## src/rtl/bcd_timer_pkg.sv

```systemverilog
// Shared types and constants for the two-digit BCD down timer.
//   state_t     : timer FSM states
//   bcd_t       : one BCD digit
//   BCD_MAX     : largest legal BCD digit
//   clamp_digit : forces an out-of-range load digit down to BCD_MAX
package bcd_timer_pkg;

  typedef enum logic [1:0] {
    IDLE  = 2'd0,
    RUN   = 2'd1,
    PAUSE = 2'd2,
    DONE  = 2'd3
  } state_t;

  typedef logic [3:0] bcd_t;

  localparam bcd_t BCD_MAX = 4'd9;

  function automatic bcd_t clamp_digit(input bcd_t d);
    return (d > BCD_MAX) ? BCD_MAX : d;
  endfunction

endpackage

```

## src/rtl/bcd_digit_down.sv

```systemverilog
// Single BCD digit combinational decrement.
//   digit      : current digit (0..9)
//   dec_en     : decrement request for this digit
//   next_digit : digit after the optional decrement
//   borrow     : high when a 0 wrapped to 9 (propagates to the next digit)
module bcd_digit_down
  import bcd_timer_pkg::*;
(
  input  logic [3:0] digit,
  input  logic       dec_en,
  output logic [3:0] next_digit,
  output logic       borrow
);

  always_comb begin
    next_digit = digit;
    borrow     = 1'b0;
    if (dec_en) begin
      if (digit == 4'd0) begin
        next_digit = BCD_MAX;
        borrow     = 1'b1;
      end else begin
        next_digit = digit - 4'd1;
      end
    end
  end

endmodule

```

## src/rtl/bcd_down_timer.sv

```systemverilog
// Two-digit BCD countdown timer with prescaler, pause/resume and done latch.
//   CLOCK_I      : clock, rising edge
//   RESETN_I     : asynchronous active-low reset
//   LOAD_I       : load LOAD_VALUE_I (digits clamped to 9), go IDLE
//   LOAD_VALUE_I : [1]=tens, [0]=units
//   START_I      : start from IDLE (count != 00) or resume from PAUSE
//   STOP_I       : pause while running
//   BCD_COUNT_O  : current count, [1]=tens, [0]=units
//   RUNNING_O    : state is RUN
//   DONE_O       : state is DONE
//   EXPIRED_O    : one-cycle pulse on the 01 -> 00 tick
// Priority every cycle: LOAD_I > STOP_I > START_I.
module bcd_down_timer
  import bcd_timer_pkg::*;
#(
  parameter int PRESCALE = 1
) (
  input  logic            CLOCK_I,
  input  logic            RESETN_I,
  input  logic            LOAD_I,
  input  logic [1:0][3:0] LOAD_VALUE_I,
  input  logic            START_I,
  input  logic            STOP_I,
  output logic [1:0][3:0] BCD_COUNT_O,
  output logic            RUNNING_O,
  output logic            DONE_O,
  output logic            EXPIRED_O
);

  localparam int             PW      = (PRESCALE > 1) ? $clog2(PRESCALE) : 1;
  localparam logic [PW-1:0]  PS_LAST = PW'(PRESCALE - 1);

  state_t          state, state_nx;
  logic [PW-1:0]   presc, presc_nx;
  logic [1:0][3:0] count, count_nx;
  logic [1:0][3:0] dec;
  logic [2:0]      carry;
  logic            exp_nx;

  // carry[0] is the tick; each digit's borrow feeds the next digit.
  // carry[2] would mean 00 -> 99, which is never allowed to commit.
  assign carry[0] = (state == RUN) && (presc == PS_LAST);

  for (genvar g = 0; g < 2; g++) begin : g_digit
    bcd_digit_down u_digit (
      .digit      (count[g]),
      .dec_en     (carry[g]),
      .next_digit (dec[g]),
      .borrow     (carry[g+1])
    );
  end

  always_comb begin
    state_nx = state;
    presc_nx = presc;
    count_nx = count;
    exp_nx   = 1'b0;
    if (LOAD_I) begin
      count_nx = {clamp_digit(LOAD_VALUE_I[1]), clamp_digit(LOAD_VALUE_I[0])};
      presc_nx = '0;
      state_nx = IDLE;
    end else begin
      case (state)
        IDLE:  if (!STOP_I && START_I && (count != '0)) state_nx = RUN;
        RUN: begin
          // A stop freezes both the prescaler and the count, even on a tick.
          if (STOP_I) begin
            state_nx = PAUSE;
          end else if (carry[0]) begin
            presc_nx = '0;
            if (!carry[2]) begin
              count_nx = dec;
              if (dec == '0) begin
                state_nx = DONE;
                exp_nx   = 1'b1;
              end
            end
          end else begin
            presc_nx = presc + 1'b1;
          end
        end
        PAUSE: if (!STOP_I && START_I) state_nx = RUN;
        DONE:  state_nx = DONE;
        default: state_nx = IDLE;
      endcase
    end
  end

  always_ff @(posedge CLOCK_I or negedge RESETN_I) begin
    if (!RESETN_I) begin
      state     <= IDLE;
      presc     <= '0;
      count     <= '0;
      RUNNING_O <= 1'b0;
      DONE_O    <= 1'b0;
      EXPIRED_O <= 1'b0;
    end else begin
      state     <= state_nx;
      presc     <= presc_nx;
      count     <= count_nx;
      RUNNING_O <= (state_nx == RUN);
      DONE_O    <= (state_nx == DONE);
      EXPIRED_O <= exp_nx;
    end
  end

  assign BCD_COUNT_O = count;

endmodule

```

## config.mk

```make
export PLATFORM = sky130hd
export DESIGN_NAME = bcd_down_timer
export DESIGN_NICKNAME = d
export VERILOG_FILES = /design/src/rtl/bcd_timer_pkg.sv /design/src/rtl/bcd_digit_down.sv /design/src/rtl/bcd_down_timer.sv
export SDC_FILE = /design/constraint.sdc
export NUM_CORES = 1
export LEC_CHECK = 0
export CAP_MARGIN = 20
export CORE_MARGIN = 2
export CORE_UTILIZATION = 60
export DETAILED_ROUTE_END_ITERATION = 7
export DONT_BUFFER_PORTS = 1
export PLACE_DENSITY_LB_ADDON = 0.08
export SYNTH_ARGS = -nofsm -noshare
export SYNTH_HDL_FRONTEND = slang
export SYNTH_SLANG_ARGS = --single-unit
```

## constraint.sdc

```tcl
create_clock -name CLOCK_I -period 2.65 [get_ports CLOCK_I]
set_input_delay 0.265 -clock CLOCK_I [delete_from_list [all_inputs] [get_ports CLOCK_I]]
set_output_delay 0.265 -clock CLOCK_I [all_outputs]
set_load 0.01 [all_outputs]
```

==> summary.txt <==
Fill cells -> 108
1st-pass router iterations -> 4
Total CTS buffers -> 3
Crit Reg-Reg Startpoint -> state[1]
Max_cap viols -> 0
Post-Synthesis Cells -> 95
Commonest non-fill, non-tap cell in the layout -> dfrtp_1
Postcts setup bufs -> 0
Initial antenna violation count -> 0
Layout cells sized above 1 -> 11.5%
Yosys warnings -> 0
Congestion Overflow GR -> 0
Clock Skews -> 0.00163 ns
DP HPWL -> 1.30 mm
Pwr/cell area -> 503 mW/mm^2
Leakage power -> 0.000367 uW
Yosys reg bits -> 14
CP startpoint -> state[1]
Area of the mapped netlist -> 855 um^2
Pin count of the biggest net entering global routing -> 23
Bufs on Longest Clock Path -> 2
CP max FO -> 8
Status -> completed
Combinational share of power -> 16.1%
Cell taking the most area after synthesis -> dfrtp_1
Clk sinks -> 14
Fraction of registers with async set/reset -> 100%
CTS tree -> built
Highest metal used -> met4
Pint -> 315 uW
Routed via count -> 736
Met3 routed WL -> 126 um
Switching power share of the total -> 30.2%
Gr usage total -> 21.9%
Final ANT Viol Nets -> 0
Placed cell area -> 866 um^2
Avg Vias per Cell -> 6.63
Worst skew pair latency -> 0.28 ns
Total chip power -> 452 uW
RSZ-0062 raised after global routing -> no
Final hold violation count -> 0
Worst Setup Start Kind -> flop
Slew HR -> 58.0%
First DRT Iteration DRCs -> 9
Overall die height -> 41.7 um
Worst setup EP type -> flop
Setup violators final -> 0
Multi-input logic area -> 467 um^2
Post-layout util -> 68.2%
Ant diodes -> 0
Worst path arrival time -> 2.20 ns
HP Start -> LOAD_I
Yosys cell types -> 34
Layout area overhead -> 5.12%
VDD IR max -> 0.000430 V
Depth of the CTS H-tree -> 1
Min-delay worst type -> in -> reg
Total Routed Length -> 1.75 mm
Fin crit period -> 2.03 ns
Die ar. -> 0.00174 mm^2
Drc violations -> 0
Final TNS setup -> 0 ns
Rows -> 13
M1 wire length -> 774 um
Final cycle utilization of the critical path -> 76.5%
IO Pins -> 24
Max Clk Rate -> 493 MHz
Number of global-route vias before repair -> 674
NetSw -> 137 uW
First-pass GRT wire length -> 2.88 mm
Final Instance Area -> 898 um^2
Port bufs -> 0
Ys flop type -> dfrtp_1
Core Area -> 0.00132 mm^2
Seq/Total Area, Yosys -> 41.0%
Clock share of power -> 26.5%
Starting Density -> 64.9%
Clk slew on worst S/H paths -> 0.08 ns
Pins Over Slew Limit -> 0
NumNets Final -> 111
Worst EP required -> 2.82 ns
DR WL met2 -> 804 um
Syn avg cell area -> 9.00 um^2
Sequential fraction of design power -> 57.4%
Share of the synthesized area in the top cell type -> 41.0%
CP Class -> reg -> reg
Syn Nets -> 108
Main area contributors after synthesis -> dfrtp_1 (41%), o21ai_0 (4.7%), a21oi_1 (2.9%)
Most frequent cells in the layout -> dfrtp_1 (14), o21ai_0 (8), inv_1 (6), nor2_1 (6)
Routability cong. -> 0.885
Post-DR wirelength/cell -> 15.8 um
Root Buffer -> clkbuf_4
FF+latch area -> 350 um^2
EDFF count, synth -> 0
Die X -> 41.7 um
Worst-Margin Slew -> 0.627 ns
==> timing repair <==
| action | 4_1_cts | 5_1_grt |
|---|---|---|
| resized for setup | 0 | 0 |
| hold buffers | 1 | 0 |
| hold endpoints to repair | 14 | 0 |
==> logic make-up (layout without fill, tap and decap cells) <==
| logic type | after synthesis | after routing | synth area share [%] |
|---|---|---|---|
| buffers and inverters | 10 | 11 | 4.39 |
| and+or+nand+nor | 37 | 37 | 26.9 |
| AOI/OAI and AO/OA | 29 | 29 | 22.3 |
| DFF | 14 | 14 | 41.0 |
| muxes | 2 | 2 | 2.34 |
| xor gates and xnor gates | 3 | 3 | 3.08 |
==> worst paths after layout <==
check                                       to  slack (ns)  depth (start not counted)
worst min register to register           presc        0.59                          1
min in group asynchronous       BCD_COUNT_O[0]        0.44                          1
worst max register to register  BCD_COUNT_O[3]        0.62                          4
worst max-delay path            BCD_COUNT_O[3]        0.62                          4
worst min-delay path                     presc        0.05                          1
max in group asynchronous                presc        1.81                          1
==> power groups by stage <==
stage / Clock [uW] / Combinational [uW] / Sequential (uW)
after floorplan: 0 / 66.5 / 252
after global placement: 0 / 66.4 / 263
after detailed placement: 0 / 67.9 / 263
after CTS: 120 / 73.5 / 259
after global routing: 125 / 83.3 / 263
final: 120 / 72.9 / 259
==> stage by stage <==
stage / hold WS (ns) / cells / setup WS, ns
4_1_cts: 0.0509 / 111 / 0.630
3_3_place_gp: -0.0303 / 107 / 0.656
6_report: 0.0527 / 111 / 0.622
3_5_place_dp: -0.0303 / 107 / 0.639
2_1_floorplan: -0.0306 / 95 / 0.713
5_1_grt: 0.0476 / 111 / 0.522
==> layout make-up <==
| class | count | share of cell area (%) |
|---|---|---|
| timing repair buffer | 2 | 1.95 |
| multi-input combinational | 71 | 51.9 |
| clock buffer | 3 | 2.51 |
| sequential | 14 | 39.0 |
| tap | 15 | 2.09 |
| inverter | 6 | 2.51 |
==> routing by layer <==
| layer | up-vias | GRT usage [%] |
|---|---|---|
| met5 | - | 0 |
| met3 | 4 | 4.78 |
| met1 | 334 | 28.8 |
| met2 | 36 | 32.5 |
| met4 | 0 | 13.5 |
| li1 | 362 | - |
==> state kept, by name, summed over array words and instances (netlist names) <==
register,flops
DONE_O,1
RUNNING_O,1
presc,1
BCD_COUNT_O,8
state,2
EXPIRED_O,1
==> synthesized netlist by cell type, types with 3 or more instances <==
library cell,number
nor3_1,5
o21a_1,3
nand4_1,3
clkbuf_1,4
inv_1,6
o21ai_0,8
a31oi_1,3
nor3b_1,3
a21oi_1,5
nor4_1,4
dfrtp_1,14
nor2_1,6
==> worst max-delay path: stages, from the launching register on <==
cell	delay, ns
dfrtp_1	0.46
or4b_4	0.58
or3_4	0.37
o31a_1	0.24
o31a_1	0.27
(Power assumes the default switching activity.)
